<file path="src/rtl/loop_pkg.sv">
// Shared encodings for the loop engine: transform select and FSM states.
package loop_pkg;

  typedef enum logic [1:0] {
    MODE_PASS = 2'd0,
    MODE_INV  = 2'd1,
    MODE_XOR  = 2'd2,
    MODE_BIN  = 2'd3
  } mode_e;

  typedef enum logic [1:0] {
    IDLE  = 2'd0,
    FETCH = 2'd1,
    PUSH  = 2'd2
  } state_e;

endpackage

</file>
<file path="src/rtl/loop_xform.sv">
// Combinational word transform: pass, invert, XOR with key, or binarise.
module loop_xform
  import loop_pkg::*;
#(
  parameter int unsigned       DATA_W  = 8,
  parameter logic [DATA_W-1:0] XOR_KEY = DATA_W'(8'hA5),
  parameter logic [DATA_W-1:0] THRESH  = DATA_W'(8'h80)
) (
  input  logic [DATA_W-1:0] d,
  input  logic [1:0]        mode,
  output logic [DATA_W-1:0] q
);

  always_comb begin
    q = d;
    case (mode_e'(mode))
      MODE_PASS: q = d;
      MODE_INV:  q = ~d;
      MODE_XOR:  q = d ^ XOR_KEY;
      MODE_BIN:  q = (d >= THRESH) ? '1 : '0;
      default:   q = d;
    endcase
  end

endmodule

</file>
<file path="src/rtl/loop_engine.sv">
// Moves words from a standard rx FIFO to a tx FIFO, one at a time, applying
// a selectable transform; counts written words.
module loop_engine
  import loop_pkg::*;
#(
  parameter int unsigned       DATA_W  = 8,
  parameter logic [DATA_W-1:0] XOR_KEY = DATA_W'(8'hA5),
  parameter logic [DATA_W-1:0] THRESH  = DATA_W'(8'h80),
  parameter int unsigned       CNT_W   = 32
) (
  input  logic              clk_pll,
  input  logic              reset_n,
  input  logic              enable,
  input  logic [1:0]        mode,
  input  logic [DATA_W-1:0] rx_dout,
  input  logic              rx_empty,
  output logic              rx_rd,
  input  logic              tx_full,
  output logic              tx_wr,
  output logic [DATA_W-1:0] tx_data,
  output logic [CNT_W-1:0]  word_cnt,
  output logic              busy
);

  state_e            state_q, state_d;
  logic [DATA_W-1:0] hold_q;
  logic [DATA_W-1:0] xf;
  logic [CNT_W-1:0]  cnt_q;
  logic              can_fetch;

  loop_xform #(
    .DATA_W  (DATA_W),
    .XOR_KEY (XOR_KEY),
    .THRESH  (THRESH)
  ) u_xform (
    .d    (rx_dout),
    .mode (mode),
    .q    (xf)
  );

  assign can_fetch = reset_n & enable & ~rx_empty;

  // Strobes decode from the registered state and the live FIFO flags, so a
  // flag that changes this cycle can never be overrun.
  always_comb begin
    rx_rd   = 1'b0;
    tx_wr   = 1'b0;
    state_d = state_q;
    case (state_q)
      IDLE: begin
        if (can_fetch && !tx_full) begin
          rx_rd   = 1'b1;
          state_d = FETCH;
        end
      end
      FETCH: state_d = PUSH;
      PUSH: begin
        if (!tx_full) begin
          tx_wr = 1'b1;
          if (can_fetch) begin
            rx_rd   = 1'b1;
            state_d = FETCH;
          end else begin
            state_d = IDLE;
          end
        end
      end
      default: state_d = IDLE;
    endcase
  end

  always_ff @(posedge clk_pll or negedge reset_n) begin
    if (!reset_n) begin
      state_q <= IDLE;
      hold_q  <= '0;
      cnt_q   <= '0;
    end else begin
      state_q <= state_d;
      if (state_q == FETCH) hold_q <= xf;
      if (tx_wr)            cnt_q  <= cnt_q + 1'b1;
    end
  end

  assign tx_data  = hold_q;
  assign word_cnt = cnt_q;
  assign busy     = (state_q != IDLE);

endmodule

</file>
<file path="config.mk">
export PLATFORM = sky130hd
export DESIGN_NAME = loop_engine
export DESIGN_NICKNAME = d
export VERILOG_FILES = /design/src/rtl/loop_pkg.sv /design/src/rtl/loop_xform.sv /design/src/rtl/loop_engine.sv
export SDC_FILE = /design/constraint.sdc
export NUM_CORES = 1
export LEC_CHECK = 0
export ABC_CLOCK_PERIOD_IN_PS = 3600
export CELL_PAD_IN_SITES_DETAIL_PLACEMENT = 1
export CELL_PAD_IN_SITES_GLOBAL_PLACEMENT = 1
export CORE_MARGIN = 5
export CORE_UTILIZATION = 35
export CTS_CLUSTER_SIZE = 25
export DETAILED_ROUTE_END_ITERATION = 6
export PLACE_DENSITY = 0.74
export SLEW_MARGIN = 15
export SYNTH_ARGS = -nofsm -noshare
export SYNTH_HDL_FRONTEND = slang
export SYNTH_SLANG_ARGS = --single-unit
export TNS_END_PERCENT = 30
</file>
<file path="constraint.sdc">
create_clock -name clk_pll -period 3.6 [get_ports clk_pll]
set_clock_uncertainty 0.05 [all_clocks]
set_input_delay 0.36 -clock clk_pll [delete_from_list [all_inputs] [get_ports clk_pll]]
set_output_delay 0.36 -clock clk_pll [all_outputs]
set_load 0.02 [all_outputs]
</file>
==> results of run 1 <==
[sequential cells by signal (all words and copies together) (netlist names)]
register / count
word_cnt: 32
tx_data: 8
state_q: 2
[per-layer routing]
| layer | GRT usage | vias to the layer above |
|---|---|---|
| li1 | - | 791 |
| met1 | 0.159 | 776 |
| met2 | 0.223 | 45 |
| met3 | 0.0433 | 8 |
| met4 | 0.0418 | 0 |
| met5 | 0 | - |
[stage by stage]
| step | setup WS, ns | std cells | hold slack, ns |
|---|---|---|---|
| after floorplan | 1.80 | 195 | 0.0144 |
| after global placement | 1.20 | 321 | 0.410 |
| after detailed placement | 1.18 | 321 | 0.407 |
| after CTS | 1.18 | 329 | 0.171 |
| after global routing | 1.14 | 329 | 0.188 |
| final | 1.19 | 329 | 0.143 |
[cells in the mapped netlist]
| cell type | instances |
|---|---|
| nand3_1 | 8 |
| nand4_2 | 1 |
| nor4_1 | 7 |
| and4_1 | 4 |
| xor2_1 | 24 |
| nand2b_1 | 6 |
| buf_2 | 2 |
| or2_2 | 1 |
| o21ai_0 | 14 |
| nand2_1 | 22 |
| nand4_4 | 1 |
| nand3_2 | 2 |
| nor4_2 | 10 |
| and2_1 | 1 |
| clkbuf_1 | 4 |
| ha_1 | 1 |
| nor3_1 | 3 |
| mux2_2 | 1 |
| xnor2_1 | 12 |
| or2b_1 | 1 |
| dfrtp_1 | 42 |
| nand3b_1 | 1 |
| buf_6 | 1 |
| and4b_1 | 1 |
| nor2b_1 | 8 |
| inv_1 | 3 |
| and3_1 | 5 |
| nand4_1 | 2 |
| nor2_1 | 2 |
| nor3b_4 | 1 |
| a31oi_1 | 4 |
[power breakdown]
| group | switching [uW] | internal (uW) |
|---|---|---|
| clock network | 157 | 155 |
| registers | 43.0 | 515 |
| logic | 125 | 125 |
| total | 325 | 795 |
[cell type report]
cell class                      count  area, um2  area share
Multi-Input combinational cell    143       1020       0.360
Sequential cell                    42       1050       0.369
Timing Repair Buffer               58        573       0.201
Clock inverter                      1       5.00     0.00176
Clock buffer                        7       86.3      0.0303
Inverter                            3       11.3     0.00396
Tap cell                           75       93.8      0.0330
[path summary, 6_finish.rpt]
kind / from / end
setup / recovery: tx_full / tx_wr
hold / removal: reset_n / word_cnt[13]
setup reg to reg: word_cnt[4] / word_cnt[17]
hold reg to reg: word_cnt[31] / word_cnt[31]
max in group asynchronous: reset_n / word_cnt[29]
min in group clk_pll: reset_n / state_q[0]
[logic make-up (layout without fill, tap and decap cells)]
| family | count (synthesis) | in the layout |
|---|---|---|
| flops | 42 | 42 |
| simple gates | 87 | 87 |
| mux | 1 | 1 |
| compound gates | 18 | 18 |
| fa+ha+maj | 1 | 1 |
| buf+inv | 10 | 69 |
| xor+xnor | 36 | 36 |
==> metrics, run 1 <==
io pins=58; Crit-path slowest cell=clkdlybuf4s50_1; Final ANT Viol Nets=0; Root Buffer=clkbuf_8; CP peak stage delay=0.71 ns; Tmin final=2.41 ns; most numerous cell on the critical path=clkdlybuf4s50_1; LEAKAGE=roughly 0.0013 uW; deepest clock path buffer count=2; Hold Fails Final Rpt=0; H-tree levels=2; die height=87.9 um; Filler Cell Count=a little under 700; top-area cell type share of the netlist area=0.495; crit start category=input port; cts repair resizes=0; VDD IR max=0.174 mV; Via density=4.92; Area Overhead vs Synth=34.0%; fin nets=269; worst hold path class=input port to asynchronous set/reset pin; Initial Util=0.359; Yosys warning total=0; Setup Crit Path Kind=input port to output pin; xor and xnor area share after synthesis=0.148; Post-route DRC=0; RSZ-0062 raised after global routing=no; Worst Max-Slew Pin Slew=0.550 ns; core area=roughly 6000 um2; input/output buffers=57; crit-path cells=clkdlybuf4s50_1 -> nor3b_4 -> clkdlybuf4s50_1; synth top area cells=dfrtp_1 (49%), xor2_1 (9.9%), nor4_2 (5.9%); Clock transition at path regs=~0.080 ns; Post-Synthesis Cells=around 200; Tot Pwr=1120 uW; length of routed met2 wiring=between 2000 and 2500 um; Post-CTS Hold Fix Bufs=0; Slew headroom=0.632; CP delay by family, top=buffers and inverters; main combinational cell family by area after synthesis=simple AND/OR/NAND/NOR gates; layout cells sized above 1=0.102; total CTS buffers=5; Synth Area in Compound Gates=0.0448; reg2reg path depth=4; FF+latch count, synth=42; Area after DPL=2750 um2; Max Used Layer=met4; DPL Wire Length=between 3000 and 4000 um; TritonRoute pass-1 iters=4; Final Cell Area=2850 um2; largest net degree at the start of global routing=43; Die ar.=7720 um2; Synth cell types=31; initial antenna violation count=0; multiplexer area fraction after synthesis=0.00530; num rows=28; Max Freq=~420 MHz; Max Cap Viol=0; type of destination of the critical path=output pin; Power Density=393 nW/um2; CP arrival=2.00 ns; Sink Count=between 40 and 50; Yosys top cell by area=dfrtp_1; Buf/Inv on CP=2; fin crit share=0.669; Synthesized Nets=between 200 and 250; final WL=about 4700 um; initial DRC count=47; GP Congestion=0.748; sequential fraction of the synthesis area=0.495; wl on met1=about 2000 um; Via Count=1620; Synth Cell Area=2120 um2; postcts setup bufs=0; adder-cell area share of the yosys netlist=0.00589; TNS Setup=0 ns; final setup fails=0; Final Max Tran Viols=0; All-Layer GR Usage=0.132; R2R setup slack=1.65 ns; final core occ=0.481; most frequent cells in the layout=clkdlybuf4s50_1 (56), dfrtp_1 (42), xor2_1 (24); Data required, critical path=3.19 ns; vias in the first global route=1656; outcome=complete, no violations; Levels on crit path=3; Ant. Diodes=0; commonest non-fill, non-tap cell in the layout=clkdlybuf4s50_1; die width=87.9 um; simple-gate share of the synthesized area=0.278; WL per Instance=~14 um; worst-path maximum fanout=8; CTS tree=done; GRT overflow=0; worst skew pair latency=around 0.29 ns; met3 wire length=385 um; first-pass GRT wire length=approximately 8000 um; Syn Area/Cell=between 10 and 15 um2
No activity file was read; power rests on OpenSTA's default activity.
==> run 2, diff against run 1 <==
--- a/config.mk
+++ b/config.mk
@@ -5,7 +5,7 @@
 export SDC_FILE = /design/constraint.sdc
 export NUM_CORES = 1
 export LEC_CHECK = 0
-export ABC_CLOCK_PERIOD_IN_PS = 3600
+export ABC_CLOCK_PERIOD_IN_PS = 2500
 export CELL_PAD_IN_SITES_DETAIL_PLACEMENT = 1
 export CELL_PAD_IN_SITES_GLOBAL_PLACEMENT = 1
 export CORE_MARGIN = 5
==> constraint.sdc (replaced) <==
create_clock -name clk_pll -period 2.5 [get_ports clk_pll]
set_clock_uncertainty 0.05 [all_clocks]
set_input_delay 0.25 -clock clk_pll [delete_from_list [all_inputs] [get_ports clk_pll]]
set_output_delay 0.25 -clock clk_pll [all_outputs]
set_load 0.02 [all_outputs]
==> run 2 against run 1 <==
- combinational power is 43% higher
- flip-flop and latch count stayed put
- register-to-register slack worse by 1.1 ns
- first-iteration DRC count is 26% lower
- critical path type is now flip-flop to output pin
==> metrics, run 2 (same netlist as run 1, synthesis figures left out) <==
outcome=complete, no violations; Ant. Diodes=0 (unchanged); total CTS buffers=5 (unchanged); final setup fails=0 (unchanged); Worst Max-Slew Pin Slew=0.545 ns (-0.00480 ns); fin nets=269 (unchanged); fin crit share=0.877; worst-path maximum fanout=8 (unchanged); R2R setup slack=0.52 ns (-1.13 ns); TritonRoute pass-1 iters=4 (unchanged); Reg area=1050 um2 (unchanged); RSZ-0062 raised after global routing=no; CP arrival=1.89 ns (-0.11 ns); GRT overflow=0 (unchanged); Power Density=566 nW/um2 (+44%); Switching Power=466 uW (+44%); LEAKAGE=0.00126 uW (unchanged); io pins=58 (unchanged); Filler Cell Count=670 (-0.89%); Hold Fails Final Rpt=0 (unchanged); Area after DPL=2750 um2 (unchanged); worst skew pair latency=0.29 ns (about the same); WL per Instance=14.2 um (-0.66%); cts repair resizes=0 (unchanged); Via Count=1608 (-0.74%); Area Overhead vs Synth=34.0% (unchanged); GP Congestion=0.699 (-6.5%); Root Buffer=clkbuf_8; Gate power share=0.222 (about the same); Final ANT Viol Nets=0 (unchanged); VDD IR max=0.209 mV (+21%); TNS Setup=0 ns (unchanged); internal power=1140 uW (+44%); All-Layer GR Usage=0.131 (-0.000902); H-tree levels=2 (unchanged); Setup Crit Path Kind=flip-flop to output pin; deepest clock path buffer count=2 (unchanged); Tmin final=around 2.2 ns; type of destination of the critical path=output pin; footprint of the multi-input gates=1020 um2 (unchanged); vias in the first global route=1615 (-2.5%); reg2reg start=word_cnt[4]; Flop pwr share=0.499 (about the same); sw frac=0.289 (-0.000448); input/output buffers=57 (unchanged); Sink Count=42 (unchanged); max reg flops=32 (unchanged); Slew headroom=0.635 (+0.00321); Post-CTS Hold Fix Bufs=0 (unchanged); Data required, critical path=2.20 ns (-0.99 ns); postcts setup bufs=0 (unchanged); initial antenna violation count=0 (unchanged); initial DRC count=35 (-26%); largest net degree at the start of global routing=43 (unchanged); Via density=4.89 (-0.74%); Final Cell Area=2850 um2 (unchanged); Post-route DRC=0 (unchanged); reg2reg path depth=4 (unchanged); Die ar.=7720 um2 (unchanged); CTS tree=done; Max Freq=456 MHz; core area=5920 um2 (unchanged); num rows=28 (unchanged); Final Max Tran Viols=0 (unchanged); Clock Power Share=0.278 (about the same); Initial Util=0.359 (unchanged); worst hold path class=input port to asynchronous set/reset pin; commonest non-fill, non-tap cell in the layout=clkdlybuf4s50_1; die width=87.9 um (unchanged); Clock transition at path regs=0.08 ns (about the same); die height=87.9 um (unchanged); first-pass GRT wire length=7860 um (-0.96%); crit start category=flip-flop; final WL=4670 um (-0.66%); layout cells sized above 1=0.102 (unchanged); RR Endpoint=word_cnt[17]; DPL Wire Length=3540 um (+0.49%); Max Cap Viol=0 (unchanged); most frequent cells in the layout=clkdlybuf4s50_1 (56), dfrtp_1 (42), xor2_1 (24)
-- run 2: cell counts in the layout (fill, tap and decap cells not counted) --
No cell type changed its count.
-- run 2: how the worst max path moves through the flow --
stage                          start           end  slack [ns]  depth (start not counted)
after detailed placement     tx_full  word_cnt[28]        0.24                          5
after CTS                 state_q[0]         tx_wr        0.28                          2
after global routing      state_q[0]         tx_wr        0.20                          2
after floorplan           state_q[0]  word_cnt[20]        0.70                          5
final                     state_q[0]         tx_wr        0.31                          2
after global placement       tx_full  word_cnt[30]        0.31                          5
-- run 2: power by group through the flow --
stage | clock network, uW | logic, uW | registers, uW
finish | 449 | 358 | 804
global route | 497 | 388 | 817
CTS | 467 | 366 | 805
detailed placement | 0 | 366 | 815
global placement | 0 | 359 | 817
floorplan | 0 | 96.9 | 884
-- run 2: critical path: stages (launching register included) --
cell	delay, ns
dfrtp_1	0.45
nor3b_4	0.46
clkdlybuf4s50_1	0.70
-- run 2: cell type report --
cell class | instances | area share
sequential | 42 | 0.369
timing repair buffer | 58 | 0.201
inverter | 3 | 0.00396
clock inverter | 1 | 0.00176
clock buffer | 7 | 0.0303
tap | 75 | 0.0330
multi-input combinational | 143 | 0.360
-- run 2: per-layer routing --
metal,global-route usage,part of all wire
met1,0.171,0.45
met2,0.208,0.46
met3,0.0386,0.077
met4,0.0460,0.015
met5,0,0
-- run 2: through the flow --
| stage | hold WS [ns] | setup WS [ns] | utilization | total power [uW] | instances |
|---|---|---|---|---|---|
| floorplan | -0.0956 | 0.697 | - | 981 | 195 |
| global placement | 0.380 | 0.311 | 0.465 | 1180 | 321 |
| detailed placement | 0.379 | 0.238 | 0.465 | 1180 | 321 |
| CTS | 0.0518 | 0.279 | 0.481 | 1640 | 329 |
| global route | 0.0831 | 0.200 | 0.481 | 1700 | 329 |
| finish | 0.0324 | 0.307 | 0.481 | 1610 | 329 |
